`src/rtl/ghash_r_table_builder.sv`:
```
// ghash_r_table_builder: builds the GHASH reduction lookup table into a
// register array and serves registered reads from it once the table is valid.
// Entry i is the XOR of the reduction constant 8'hE1, aligned above NB_WIN
// zero bits and shifted right by b, over every set bit b of i.
// Optional feature: define GHASH_R_TABLE_BUILDER_RD1_EN to add a second,
// independent read port (i_rd1_valid, i_rd1_index, o_rd1_data, o_rd1_valid).
module ghash_r_table_builder #(
    parameter int unsigned NB_BYTE  = 8,
    parameter int unsigned NB_WIN   = 8,
    parameter int unsigned NB_LANES = 1
) (
    input  logic                        i_clock,
    input  logic                        i_reset,
    input  logic                        i_start,
    input  logic                        i_rd_valid,
    input  logic [NB_WIN-1:0]           i_rd_index,
    output logic [NB_WIN+NB_BYTE-1:0]   o_rd_data,
    output logic                        o_rd_valid,
`ifdef GHASH_R_TABLE_BUILDER_RD1_EN
    input  logic                        i_rd1_valid,
    input  logic [NB_WIN-1:0]           i_rd1_index,
    output logic [NB_WIN+NB_BYTE-1:0]   o_rd1_data,
    output logic                        o_rd1_valid,
`endif
    output logic                        o_busy,
    output logic                        o_ready,
    output logic                        o_done
);

    localparam int unsigned NB_ENTRY = NB_WIN + NB_BYTE;
    localparam int unsigned DEPTH    = 1 << NB_WIN;
    // One extra bit so the increment after the last lane group reaches DEPTH
    // instead of wrapping back onto index 0.
    localparam int unsigned NB_CNT   = NB_WIN + 1;

    localparam logic [NB_BYTE-1:0]  RED_CONST = NB_BYTE'(8'hE1);
    localparam logic [NB_ENTRY-1:0] MOD0      = {RED_CONST, {NB_WIN{1'b0}}};
    localparam logic [NB_CNT-1:0]   LANE_STEP = NB_CNT'(NB_LANES);
    localparam logic [NB_CNT-1:0]   LAST_CNT  = NB_CNT'(DEPTH - NB_LANES);

    localparam logic [1:0] ST_IDLE  = 2'd0;
    localparam logic [1:0] ST_FILL  = 2'd1;
    localparam logic [1:0] ST_READY = 2'd2;

    logic [1:0]          state_q, state_d;
    logic [NB_CNT-1:0]   cnt_q, cnt_d;
    logic                busy_q, ready_q, done_q;
    logic                fill_last;
    logic [NB_WIN-1:0]   wr_base;
    logic [NB_ENTRY-1:0] tbl_q [DEPTH];

    logic                rd0_acc;
    logic                rd0_valid_q;
    logic [NB_ENTRY-1:0] rd0_data_q;

    // Table entry for a given index: XOR of shifted reduction constants.
    function automatic logic [NB_ENTRY-1:0] entry_of(input logic [NB_WIN-1:0] idx);
        logic [NB_ENTRY-1:0] acc;
        acc = '0;
        for (int b = 0; b < int'(NB_WIN); b++) begin
            if (idx[b]) begin
                acc = acc ^ (MOD0 >> b);
            end
        end
        return acc;
    endfunction

    assign wr_base   = cnt_q[NB_WIN-1:0];
    assign fill_last = (state_q == ST_FILL) && (cnt_q == LAST_CNT);
    assign rd0_acc   = i_rd_valid && ready_q;

    // Next-state and fill-counter logic; i_start is only honoured outside FILL.
    always_comb begin
        state_d = state_q;
        cnt_d   = cnt_q;
        case (state_q)
            ST_IDLE: begin
                if (i_start) begin
                    state_d = ST_FILL;
                    cnt_d   = '0;
                end
            end
            ST_FILL: begin
                cnt_d = cnt_q + LANE_STEP;
                if (fill_last) begin
                    state_d = ST_READY;
                end
            end
            ST_READY: begin
                if (i_start) begin
                    state_d = ST_FILL;
                    cnt_d   = '0;
                end
            end
            default: begin
                state_d = ST_IDLE;
                cnt_d   = '0;
            end
        endcase
    end

    // State, counter and registered status flags.
    always_ff @(posedge i_clock) begin
        if (i_reset) begin
            state_q <= ST_IDLE;
            cnt_q   <= '0;
            busy_q  <= 1'b0;
            ready_q <= 1'b0;
            done_q  <= 1'b0;
        end else begin
            state_q <= state_d;
            cnt_q   <= cnt_d;
            busy_q  <= (state_d == ST_FILL);
            ready_q <= (state_d == ST_READY);
            done_q  <= fill_last;
        end
    end

    // Table storage: NB_LANES consecutive entries per FILL cycle, never cleared.
    always_ff @(posedge i_clock) begin
        if (!i_reset && (state_q == ST_FILL)) begin
            for (int l = 0; l < int'(NB_LANES); l++) begin
                tbl_q[wr_base + NB_WIN'(l)] <= entry_of(wr_base + NB_WIN'(l));
            end
        end
    end

    // Read port 0: one-cycle registered read, zero data when not accepted.
    always_ff @(posedge i_clock) begin
        if (i_reset) begin
            rd0_valid_q <= 1'b0;
            rd0_data_q  <= '0;
        end else begin
            rd0_valid_q <= rd0_acc;
            rd0_data_q  <= rd0_acc ? tbl_q[i_rd_index] : '0;
        end
    end

    assign o_rd_valid = rd0_valid_q;
    assign o_rd_data  = rd0_data_q;
    assign o_busy     = busy_q;
    assign o_ready    = ready_q;
    assign o_done     = done_q;

`ifdef GHASH_R_TABLE_BUILDER_RD1_EN
    logic                rd1_acc;
    logic                rd1_valid_q;
    logic [NB_ENTRY-1:0] rd1_data_q;

    assign rd1_acc = i_rd1_valid && ready_q;

    // Read port 1: identical behaviour to port 0, fully independent.
    always_ff @(posedge i_clock) begin
        if (i_reset) begin
            rd1_valid_q <= 1'b0;
            rd1_data_q  <= '0;
        end else begin
            rd1_valid_q <= rd1_acc;
            rd1_data_q  <= rd1_acc ? tbl_q[i_rd1_index] : '0;
        end
    end

    assign o_rd1_valid = rd1_valid_q;
    assign o_rd1_data  = rd1_data_q;
`endif

endmodule

```
`config.mk`:
```
export PLATFORM = sky130hd
export DESIGN_NAME = ghash_r_table_builder
export DESIGN_NICKNAME = d
export VERILOG_FILES = /design/src/rtl/ghash_r_table_builder.sv
export SDC_FILE = /design/constraint.sdc
export NUM_CORES = 2
export LEC_CHECK = 0
export CAP_MARGIN = 0
export CORE_MARGIN = 4
export CORE_UTILIZATION = 50
export DETAILED_ROUTE_END_ITERATION = 16
export GPL_TIMING_DRIVEN = 0
export PLACE_DENSITY_LB_ADDON = 0.15
export SYNTH_ARGS = -nofsm -noshare
export SYNTH_HDL_FRONTEND = slang
export SYNTH_SLANG_ARGS = --single-unit
```
`constraint.sdc`:
```
create_clock -name i_clock -period 19.9 [get_ports i_clock]
set_input_delay 3.98 -clock i_clock [delete_from_list [all_inputs] [get_ports i_clock]]
set_output_delay 3.98 -clock i_clock [all_outputs]
set_load 0.02 [all_outputs]
```
==> metrics <==
status=finished with violations; failing checks=max-capacitance violations, max-slew violations; hold_ws=0.509 ns; CP Capture Type=register; Core ar.=0.297 sq mm; htree depth=5; vias=79.3k; clock group share of total power=42.8%; Critical Path AT=10.46 ns; clk root buf=clkbuf_16; met2 Track Usage GR=45.4%; Total GRT Usage=30.5%; Worst-Margin Slew=1.68 ns; Leak Pwr=55.9 nW; post-detailed-route wirelength per cell=39.7 microns; fmax=103 MHz; post-CTS setup buffers=0; Clk Latency, worst-skew pair=0.97 ns; HP Start=cnt_q[8]$_SDFFE_PP0P_; Post-synth EDFFs=3840; Hold Path End=cnt_q[8]$_SDFFE_PP0P_; switching share of total power=21.8%; Post-synth top cells=3840 x edfxtp_1, 758 x mux4_2, 535 x mux2i_1, 302 x nor2_1, 245 x o221ai_1; syn nets=6939; io pins=32; max_cap viols=6; mapped cell area=0.149 sq mm; Sw Pwr=3.71 mW; fraction of layout cells with a size suffix above 1=27.0%; global-route wire length before repair=641000 microns; post-cts resize count=0; CP delay by family, top=buffers and inverters; chip width=554 microns; Starting DRT DRC Count=13.0k; ys async rst share=0%; Avg Cell Area, Syn=21.6 sq um; clock sink total=3870; GR Util met1=42.9%; warnings from Yosys=0; Worst-path clk slew=0.07 ns; die height=554 microns; Hold Crit Depth=2; Worst setup SP type=input pin; Synth Area in Adders=0.126%; main flop type after synthesis=edfxtp_1; critical path peak fanout=12; row cnt=200; DP HPWL=334000 microns; clk buf depth=4; Final min period=9.67 ns; Tcrit/Tclk final=48.6%; relative slew slack=-12.0%; gr ovfl total=0; DR vias/cell=6.65; Flop pwr share=52.2%; register area share after synthesis=77.6%; xor/xnor share of the synthesized area=0.0528%; RSZ-0062 raised after global routing=false; mux share of post-synthesis cell area=15.3%; post-route ant nets=0; final setup skew=0.0638 ns; die area=0.307 sq mm; largest cells by area after synthesis=edfxtp_1 77%, mux4_2 11%, mux2i_1 3.6%; Final Power=17.0 mW; drt drc=0; layout net count=7668; final setup fails=0; Detailed Route WL=474000 microns; Slew Limit Fails=44; met3 usage=7.99%; Hold Crit Class=register to register; CTS Buf Count=389; largest net degree at the start of global routing=89; worst vdd ir=0.0781 mV; r2r worst-path depth=6; Simple-Gate Fraction of Synth Area=1.63%; initial antenna violation count=40; Crit Reg-Reg Startpoint=cnt_q[7]$_SDFFE_PP0P_; Slowest-stage cell, CP=clkbuf_1; Pre-Repair DR Iteration Count=8; critical path's most frequent cell=clkbuf_1; R2R setup slack=14.82 ns; initial core utilization=50.3%; vias in the first global route=76.4k; Yosys top cell area share=77.2%; count leader, synth=edfxtp_1; Internal=13.3 mW; Final Hold Viols=0; Yosys cell types=56; power share of the combinational group=5.0%; power density over the cells=98.3 mW/mm^2; Synth area leader=edfxtp_1; CP max stage delay=1.05 ns; port buffer count=27; Worst Path Buf+Inv=4; Worst EP required=20.69 ns; setup TNS=0 ns; main combinational cell family by area after synthesis=multiplexers; gr busiest metal=met2; final estimated routing congestion in global placement=0.966; Area Overhead vs Synth=16.2%; cells along the critical path=clkdlybuf4s50_1 > buf_2 > and2_1 > clkbuf_1 > clkbuf_1 > a22oi_1 > a32oi_1 > nand4_1 > o22ai_1; TritonCTS clock tree=built; CP Class=input pin to register; area fraction in compound gates after synthesis=3.43%; Synth Register Bits=3870; Syn Inst Count=6912; CTS Hold Bufs=0; fillers=21.2k; Reg-to-Reg End=tbl_q[160][13]$_DFFE_PP_
[kinds of logic after synthesis]
kind of cell | Yosys count
flops | 3870
mux | 1320
compound gates | 722
simple gates | 548
buf+inv | 427
fa+ha+maj | 15
xor+xnor | 9
other cells | 1
[worst min-delay path, stage by stage, from the launching register on]
cell	delay [ns]
dfxtp_1	0.33
a21oi_1	0.06
nor2_1	0.08
[sequential cells by signal, summed over array words and instances (netlist names)]
name,count
o_ready,1
o_busy,1
o_rd_data,15
state_q,2
cnt_q,9
o_done,1
o_rd_valid,1
tbl_q,3840
[final cells by class]
| class | count | area [sq um] | share of cell area [%] |
|---|---|---|---|
| sequential | 3870 | 116000 | 66.8 |
| multi-input combinational | 2615 | 31500 | 18.1 |
| clock buffer | 485 | 10300 | 5.91 |
| timing repair buffer | 338 | 5760 | 3.32 |
| tap | 3939 | 4930 | 2.84 |
| buffer | 413 | 2710 | 1.56 |
| clock inverter | 225 | 2350 | 1.35 |
| inverter | 14 | 52.6 | 0.0303 |
| antenna | 18 | 45.0 | 0.0260 |
[power by group through the flow]
stage,logic (mW),clock network (mW),registers (mW)
after detailed placement,0.843,0,9.07
after CTS,0.844,7.34,8.89
after global placement,0.794,0,9.13
after global routing,0.873,7.70,8.89
after floorplan,0.440,0,9.09
final,0.860,7.29,8.89
[worst max path at each step]
stage                                from                        to  slack [ns]  cells past startpoint
global route                i_rd_index[4]   o_rd_data[2]$_SDFF_PP0_       10.52                      9
finish                      i_rd_index[4]   o_rd_data[3]$_SDFF_PP0_       10.23                      9
floorplan           cnt_q[0]$_SDFFE_PP0P_    tbl_q[0][13]$_DFFE_PP_        4.21                      3
detailed placement          i_rd_index[4]   o_rd_data[2]$_SDFF_PP0_        9.60                      9
CTS                         i_rd_index[4]   o_rd_data[2]$_SDFF_PP0_       10.62                      9
global placement    cnt_q[0]$_SDFFE_PP0P_  tbl_q[168][13]$_DFFE_PP_      -22.36                      3
[layer usage]
metal  up-vias  share of wire (%)  wire length [microns]
met5         -              0.026                    125
li1      30900                  -                      -
met2      5197                 45                 212000
met1     42300                 38                 180000
met3       940                 12                  55200
met4        18                5.6                  26600
[layout by cell type (no fill, tap or decap), drive strengths merged, types with 7 or more instances in the layout]
cell type	synthesis	routed
edfxtp	3840	3840
mux4	766	766
clkbuf	183	668
buf	225	536
mux2i	535	535
nor2	302	302
o221ai	246	246
clkinv	0	166
o22ai	136	136
a21oi	118	118
o21ai	89	89
nand2	83	83
a22oi	58	58
nor3	53	53
bufinv	0	38
nand4	32	32
dfxtp	30	30
clkdlybuf4s50	0	27
a32oi	26	26
inv	14	20
mux2	19	19
diode	0	18
nand3	18	18
and2	17	17
clkinvlp	0	15
ha	15	15
a211oi	13	13
or4b	12	12
nor2b	10	10
a221oi	10	10
and3	7	7
xor2	7	7
[through the flow]
step	utilization [%]	setup slack, ns	instance area, sq um	std cells
global placement	52.0	-22.36	155000	10900
detailed placement	54.1	9.60	161000	11200
floorplan	-	4.21	149000	6912
finish	58.4	10.23	173000	11900
CTS	58.4	10.62	173000	11900
global route	58.4	10.52	173000	11900
Note: power is estimated with default switching activity, not from simulation.
